## src/rtl/cache_fill_arbiter.sv

```systemverilog
// Shared miss-handling controller for the I-cache and D-cache. It arbitrates write-through
// stores and block misses onto one memory port and sequences 8-word block fills.
module cache_fill_arbiter #(
  parameter int ADDR_W        = 16,
  parameter int DATA_W        = 16,
  parameter int WORDS_PER_BLK = 8,
  parameter int IDX_W         = 3
) (
  input  logic              clk,
  input  logic              rst,
  input  logic              i_miss,
  input  logic [ADDR_W-1:0] i_miss_addr,
  input  logic              d_miss,
  input  logic [ADDR_W-1:0] d_miss_addr,
  input  logic              d_wr_req,
  input  logic [ADDR_W-1:0] d_wr_addr,
  input  logic [DATA_W-1:0] d_wr_data,
  input  logic [DATA_W-1:0] mem_rdata,
  input  logic              mem_rdata_valid,
  output logic              mem_en,
  output logic              mem_wr,
  output logic [ADDR_W-1:0] mem_addr,
  output logic [DATA_W-1:0] mem_wdata,
  output logic              i_stall,
  output logic              d_stall,
  output logic              i_fill_we,
  output logic              d_fill_we,
  output logic [IDX_W-1:0]  fill_idx,
  output logic [DATA_W-1:0] fill_data,
  output logic              i_tag_we,
  output logic              d_tag_we
);

  typedef enum logic       {S_IDLE, S_FILL} state_t;
  typedef enum logic [1:0] {G_NONE, G_I, G_D} grant_t;

  localparam logic [ADDR_W-1:0] BLK_MASK = ~ADDR_W'(2 * WORDS_PER_BLK - 1);
  localparam logic [IDX_W:0]    LAST_IDX = (IDX_W + 1)'(WORDS_PER_BLK - 1);
  localparam logic [IDX_W:0]    CNT_ONE  = (IDX_W + 1)'(1);

  state_t            r_state,     w_state_nx;
  grant_t            r_grant,     w_grant_nx;
  logic              r_rr_last_d, w_rr_last_d_nx;
  logic [IDX_W:0]    r_issue_cnt, w_issue_nx;
  logic [IDX_W:0]    r_ret_cnt,   w_ret_nx;
  logic [ADDR_W-1:0] r_base,      w_base_nx;
  logic              w_wr_serve;
  logic              w_pick_d;

  // NOTE: state registers use non-blocking assignments so every flop samples
  // pre-edge values regardless of process evaluation order.
  always_ff @(posedge clk or negedge rst) begin
    if (!rst) begin
      r_state     <= S_IDLE;
      r_grant     <= G_NONE;
      r_rr_last_d <= 1'b0;
      r_issue_cnt <= '0;
      r_ret_cnt   <= '0;
      r_base      <= '0;
    end else begin
      r_state     <= w_state_nx;
      r_grant     <= w_grant_nx;
      r_rr_last_d <= w_rr_last_d_nx;
      r_issue_cnt <= w_issue_nx;
      r_ret_cnt   <= w_ret_nx;
      r_base      <= w_base_nx;
    end
  end

  // NOTE: every signal written below gets a default first, so no path can
  // leave one unassigned and infer a latch.
  always_comb begin
    w_state_nx     = r_state;
    w_grant_nx     = r_grant;
    w_rr_last_d_nx = r_rr_last_d;
    w_issue_nx     = r_issue_cnt;
    w_ret_nx       = r_ret_cnt;
    w_base_nx      = r_base;
    mem_en         = 1'b0;
    mem_wr         = 1'b0;
    mem_addr       = '0;
    mem_wdata      = '0;
    i_fill_we      = 1'b0;
    d_fill_we      = 1'b0;
    fill_idx       = '0;
    i_tag_we       = 1'b0;
    d_tag_we       = 1'b0;

    w_wr_serve = (r_state == S_IDLE) && d_wr_req && !d_miss;
    // On a tie the cache that did not win the previous tie is chosen.
    w_pick_d   = d_miss && (!i_miss || !r_rr_last_d);

    case (r_state)
      S_IDLE: begin
        if (w_wr_serve) begin
          mem_en    = 1'b1;
          mem_wr    = 1'b1;
          mem_addr  = d_wr_addr;
          mem_wdata = d_wr_data;
        end else if (i_miss || d_miss) begin
          w_grant_nx = w_pick_d ? G_D : G_I;
          w_base_nx  = (w_pick_d ? d_miss_addr : i_miss_addr) & BLK_MASK;
          if (i_miss && d_miss) w_rr_last_d_nx = w_pick_d;
          w_state_nx = S_FILL;
        end
      end
      S_FILL: begin
        if (!r_issue_cnt[IDX_W]) begin
          mem_en     = 1'b1;
          mem_addr   = r_base + ADDR_W'({r_issue_cnt[IDX_W-1:0], 1'b0});
          w_issue_nx = r_issue_cnt + CNT_ONE;
        end
        if (mem_rdata_valid) begin
          i_fill_we = (r_grant == G_I);
          d_fill_we = (r_grant == G_D);
          fill_idx  = r_ret_cnt[IDX_W-1:0];
          w_ret_nx  = r_ret_cnt + CNT_ONE;
          if (r_ret_cnt == LAST_IDX) begin
            i_tag_we   = (r_grant == G_I);
            d_tag_we   = (r_grant == G_D);
            w_issue_nx = '0;
            w_ret_nx   = '0;
            w_grant_nx = G_NONE;
            w_state_nx = S_IDLE;
          end
        end
      end
    endcase

    i_stall   = i_miss || (r_state == S_FILL && r_grant == G_I);
    d_stall   = d_miss || (r_state == S_FILL && r_grant == G_D) || (d_wr_req && !w_wr_serve);
    fill_data = mem_rdata;

    // Outputs are forced quiet for as long as reset is held.
    if (!rst) begin
      mem_en    = 1'b0;
      mem_wr    = 1'b0;
      mem_addr  = '0;
      mem_wdata = '0;
      i_stall   = 1'b0;
      d_stall   = 1'b0;
      i_fill_we = 1'b0;
      d_fill_we = 1'b0;
      fill_idx  = '0;
      fill_data = '0;
      i_tag_we  = 1'b0;
      d_tag_we  = 1'b0;
    end
  end

endmodule

```

## config.mk

```make
export PLATFORM = sky130hd
export DESIGN_NAME = cache_fill_arbiter
export DESIGN_NICKNAME = d
export VERILOG_FILES = /design/src/rtl/cache_fill_arbiter.sv
export SDC_FILE = /design/constraint.sdc
export NUM_CORES = 1
export LEC_CHECK = 0
export BUFFER_PORTS_ARGS = -buffer_cell sky130_fd_sc_hd__buf_2
export CORE_MARGIN = 3
export CORE_UTILIZATION = 39
export CTS_BUF_LIST = sky130_fd_sc_hd__clkbuf_8
export DETAILED_ROUTE_END_ITERATION = 8
export MAX_ROUTING_LAYER = met4
export PLACE_DENSITY_LB_ADDON = 0.05
export SLEW_MARGIN = 5
export SYNTH_ARGS = -nofsm -noshare
export SYNTH_HDL_FRONTEND = slang
export SYNTH_SLANG_ARGS = --single-unit
```

## constraint.sdc

```tcl
create_clock -name clk -period 1.8 [get_ports clk]
set_input_delay 0.36 -clock clk [delete_from_list [all_inputs] [get_ports clk]]
set_output_delay 0.36 -clock clk [all_outputs]
set_load 0.1 [all_outputs]
```

==> results of run 1 <==
==> synth_stat cells (3+ instances only) <==
cell type | count | area, um^2
and2_1 | 35 | 219.0
a221o_1 | 12 | 120.1
nand2_1 | 11 | 41.29
ha_1 | 3 | 37.54
inv_1 | 3 | 11.26
dfrtp_1 | 24 | 600.6
clkbuf_1 | 3 | 11.26
o2bb2ai_1 | 3 | 26.28
and3_1 | 16 | 100.1
buf_2 | 8 | 40.04
nor2_1 | 3 | 11.26
a22o_1 | 14 | 122.6
==> cell families after synthesis <==
kind of cell	synth area share, %
XOR/XNOR	1.073
buffers and inverters	5.824
multiplexers	0.6896
AO/OA/AOI/OAI	22.91
flip-flops	36.78
AND/OR/NAND/NOR	30.42
adder cells (fa/ha/maj)	2.299
==> stage by stage <==
step                      util (%)  instances  setup slack [ps]
after floorplan                  -        172            -423.4
after global placement       92.63        361             23.76
after detailed placement     92.63        361             5.671
==> key figures, run 1 <==
Status
  – Error: [ERROR DPL-0033] detailed placement checks failed during check placement.
  – Halt Stage: 4_1_cts
  – Outcome: did not finish

Die
  – Die Span Y: 70.71 um
  – Starting Density: 42.37%
  – Io pins: 145
  – Die Width: 70.71 um
  – Row Count: 22

Clocking
  – # hold bufs at CTS: 0
  – Root buffer cell: clkbuf_8
  – H-tree levels: 1
  – Clk sink count: 24
  – CTS Buffer Depth: 2
  – Post-CTS sizing: 23
  – Postcts setup bufs: 9
  – CTS Buf Count: 3

Synth
  – Syn_nets: 261
  – Asr flop ratio synth: 100.0%
  – Synth warn: 0
  – Post-synthesis cell count: 172
  – Top FF cell, synth: dfrtp_1
  – Cell Area, Synth: 1633 um^2
  – Register bit total from synthesis: 24
  – Count of different cell masters after synthesis: 39
  – Avg Cell Area, Syn: 9.493 um^2
  – Number of flops mapped to enable cells by yosys: 0
  – Register area share after synthesis: 36.78%

Place
  – DP Area: 3570 um^2
  – IO buf count: 136
  – DPL Wire Length: 5726 um
  – Routability cong.: 0.8291
==> run 2: changes to the inputs <==
--- a/config.mk
+++ b/config.mk
@@ -7,11 +7,9 @@
 export LEC_CHECK = 0
 export BUFFER_PORTS_ARGS = -buffer_cell sky130_fd_sc_hd__buf_2
 export CORE_MARGIN = 3
-export CORE_UTILIZATION = 39
-export CTS_BUF_LIST = sky130_fd_sc_hd__clkbuf_8
+export CORE_UTILIZATION = 37
 export DETAILED_ROUTE_END_ITERATION = 8
-export MAX_ROUTING_LAYER = met4
-export PLACE_DENSITY_LB_ADDON = 0.05
+export PLACE_DENSITY_LB_ADDON = 0.15
 export SLEW_MARGIN = 5
 export SYNTH_ARGS = -nofsm -noshare
 export SYNTH_HDL_FRONTEND = slang
==> key figures, run 2 <==
Synth
  – Post-Synth Simple-Gate Area: 30.42% (unchanged)
  – Synth warn: 0 (unchanged)
  – Compound-Gate Fraction of Synth Area: 22.91% (unchanged)
  – Post-Synth Adder-Cell Area: 2.299% (unchanged)
  – Top FF cell, synth: dfrtp_1 (unchanged)
  – Cell taking the most area after synthesis: dfrtp_1 (unchanged)
  – Count of different cell masters after synthesis: 39 (unchanged)
  – List of most frequent post-synthesis cells: and2_1 (35), dfrtp_1 (24), and3_1 (16) (unchanged)
  – Avg Cell Area, Syn: 9.493 um^2 (unchanged)
  – Register bit total from synthesis: 24 (unchanged)
  – Asr flop ratio synth: 100.0% (unchanged)
  – Synth top area share: 36.78% (unchanged)
  – Cell Area, Synth: 1633 um^2 (unchanged)
  – Most frequent cell after synthesis: and2_1 (unchanged)
  – Register area share after synthesis: 36.78% (unchanged)
  – Post-synthesis cell count: 172 (unchanged)
  – Number of flops mapped to enable cells by yosys: 0 (unchanged)
  – Syn_nets: 261 (unchanged)
  – Area contributors post-synth: dfrtp_1 (37%), and2_1 (13%), a22o_1 (7.5%) (unchanged)
  – Xor and xnor fraction of the mapped netlist area: 1.073% (unchanged)
  – Proportion of synthesized area in mux cells: 0.6897% (unchanged)
  – Largest family of logic cells by synthesized area: simple AND/OR/NAND/NOR gates (unchanged)

STA
  – Final Max Tran Viols: 0
  – Unrepaired setup endpoints after global routing: true
  – Fin Clk Skew: 2.008 ps
  – Slew HR: 71.89%
  – Fin crit share: 113.2%
  – Final Setup Violations: 43
  – Slew @ Worst Pin: 420.7 ps
  – Final Hold Viols: 0
  – F_max: 490.8 MHz
  – Post-route setup slack: -237.5 ps
  – WHS: 115.1 ps
  – Final setup TNS: -8643 ps
  – Fin crit period: 2038 ps

Clocking
  – # hold bufs at CTS: 0 (unchanged)
  – Clock transition at path regs: 90 ps
  – Root buffer cell: clkbuf_8 (unchanged)
  – Clk sink count: 24 (unchanged)
  – H-tree levels: 1 (unchanged)
  – CTS Buf Count: 3 (unchanged)
  – CTS tree: done
  – CTS Buffer Depth: 2 (unchanged)
  – Worst skew pair latency: 280 ps

Power
  – Pleak: 1.885 nW
  – Max VDD drop: 0.0009314 V
  – Pwr Density: 1199 nW/um^2

Die
  – Row Count: 23 (was 22)
  – Starting Density: 39.68% (was 42.37%)
  – Die Span Y: 72.43 um (was 70.71 um)
  – Die Width: 72.43 um (was 70.71 um)
  – Core Region: 4115 um^2
  – Full die area: 5246 um^2
  – Io pins: 145 (unchanged)

Critical path
  – Critical Path Sink: mem_addr[12]
  – Reg2reg start: r_ret_cnt[1]
  – Worst R2R End: r_grant[1]
  – CP bufs+invs: 2
  – Critical path startpoint: r_state
  – Crit end category: primary output
  – Worst endpoint data arrival time: 1680 ps
  – WP data required: 1440 ps
  – Crit-path max cell delay: 450 ps
  – R2R setup slack: 40 ps
  – R2R cell count: 7
  – Worst path depth: 4
  – Critical path's slowest cell: and4bb_4
  – CP top delay family: simple AND/OR/NAND/NOR gates
  – Critical Path Source Type: flop
  – CP max FO: 8
  – Crit Path Class: flop to primary output
  – CP Cell Sequence: and4bb_4 > clkbuf_16 > a22o_4 > buf_12

Cells and area
  – Largest reg by FF count: r_base
  – Nets: 416
  – Commonest non-fill, non-tap cell in the layout: buf_2
  – Commonest cells after routing, fill and taps aside: buf_2 (77), buf_12 (60), dfrtp_1 (23)
  – # diodes: 0
  – Synthesis-to-layout area growth: 137.4%
  – Biggest regs: r_base x12, r_issue_cnt x4, r_ret_cnt x4
  – Share of post-route cells with drive strength above 1: 68.10%
  – Max reg flops: 12

Place
  – Routability cong.: 0.7457 (was 0.8291)
  – IO buf count: 136 (unchanged)
  – DPL Wire Length: 5488 um (was 5726 um)

Status
  – Failing checks: setup timing
  – Outcome: complete, but fails checks (was did not finish)

GRT
  – Largest net degree at the start of global routing: 27
  – Number of global-route vias before repair: 2380
  – First-pass GRT wire length: 12540 um
  – Initial antenna violation count: 0
  – Gr usage total: 31.13%
  – Grt ovf: 0

Flow run
  – Max-cap violations: 0

Detailed routing
  – Via/cell ratio: 5.902
  – Initial drt markers: 131
  – WL/cell: 24.50 um
  – DR pass1 iterations: 5
  – DR vias: 2219
  – Post-DRT Antenna Nets: 0
  – Final WL: 9211 um
  – Residual DRC: 0

Worst hold path
  – Type of the worst min-delay path: input pin to asynchronous set/reset pin
-- run 2: cell counts after synthesis --
No cell type changed its count.
-- run 2: final cells by class --
class | instances | area (um^2)
timing repair buffer | 164 | 1908
multi-input combinational | 130 | 1215
sequential | 24 | 601.8
fill | 116 | 239.0
tap | 50 | 62.56
clock buffer | 3 | 41.29
clock inverter | 1 | 30.03
inverter | 4 | 17.52
-- run 2: where the power goes --
| group | switching (W) | internal (W) |
|---|---|---|
| clock | 0.000199 | 0.000298 |
| combinational | 0.00173 | 0.00129 |
| sequential | 0.000326 | 0.000800 |
-- run 2: cells by family (layout without fill, tap and decap cells) --
kind of cell / Yosys count / in the layout
multiplexers: 1 / 1
AND/OR/NAND/NOR: 82 / 82
adder cells (fa/ha/maj): 3 / 3
AO/OA/AOI/OAI: 42 / 42
flip-flops: 24 / 24
XOR/XNOR: 2 / 2
buffers and inverters: 18 / 172
-- run 2: worst reg2reg max path, stage by stage, from the launching register on --
cell and delay [ps]:
dfrtp_1 390, ha_2 190, nand3b_1 120, buf_6 160, buf_4 120, buf_4 130
or2_4 250, a32o_1 280
-- run 2: worst min-delay path by stage --
| stage | start | endpoint | cells after the start | slack [ps] |
|---|---|---|---|---|
| floorplan | rst | r_base[10] | 0 | 60 |
| global placement | rst | r_state | 2 | 350 |
| detailed placement | rst | r_grant[0] | 2 | 360 |
| CTS | rst | r_grant[0] | 2 | 70 |
| global route | rst | r_grant[0] | 2 | 110 |
| finish | rst | r_state | 2 | 120 |
-- run 2: metrics by stage --
stage | cells | worst slack (ps) | total power (W) | area [um^2] | utilization [%]
floorplan | 172 | -423.4 | 0.002763 | 1866 | -
global placement | 358 | 53.65 | 0.003605 | 3535 | 85.89
detailed placement | 358 | 39.98 | 0.003720 | 3535 | 85.89
CTS | 368 | -167.1 | 0.004329 | 3735 | 90.76
global route | 376 | -285.7 | 0.004779 | 3876 | 94.19
finish | 376 | -237.5 | 0.004646 | 3876 | 94.19
-- run 2: timing repair --
action                                  in CTS  in global routing
gates cloned                                 1                  3
endpoints found under the setup margin      40                 49
pin swaps                                    7                 18
buffers inserted                             5                  5
resized for setup                           23                  9
-- run 2: routing by layer --
layer  track usage [%]  vias up  wire [um]
met1             32.21     1067       3102
met3             8.172       45        759
met4             16.19        0        428
li1                  -      940          -
met2             57.13      167       4920
met5                 0        -          0
Note: power is estimated with default switching activity, not from simulation.
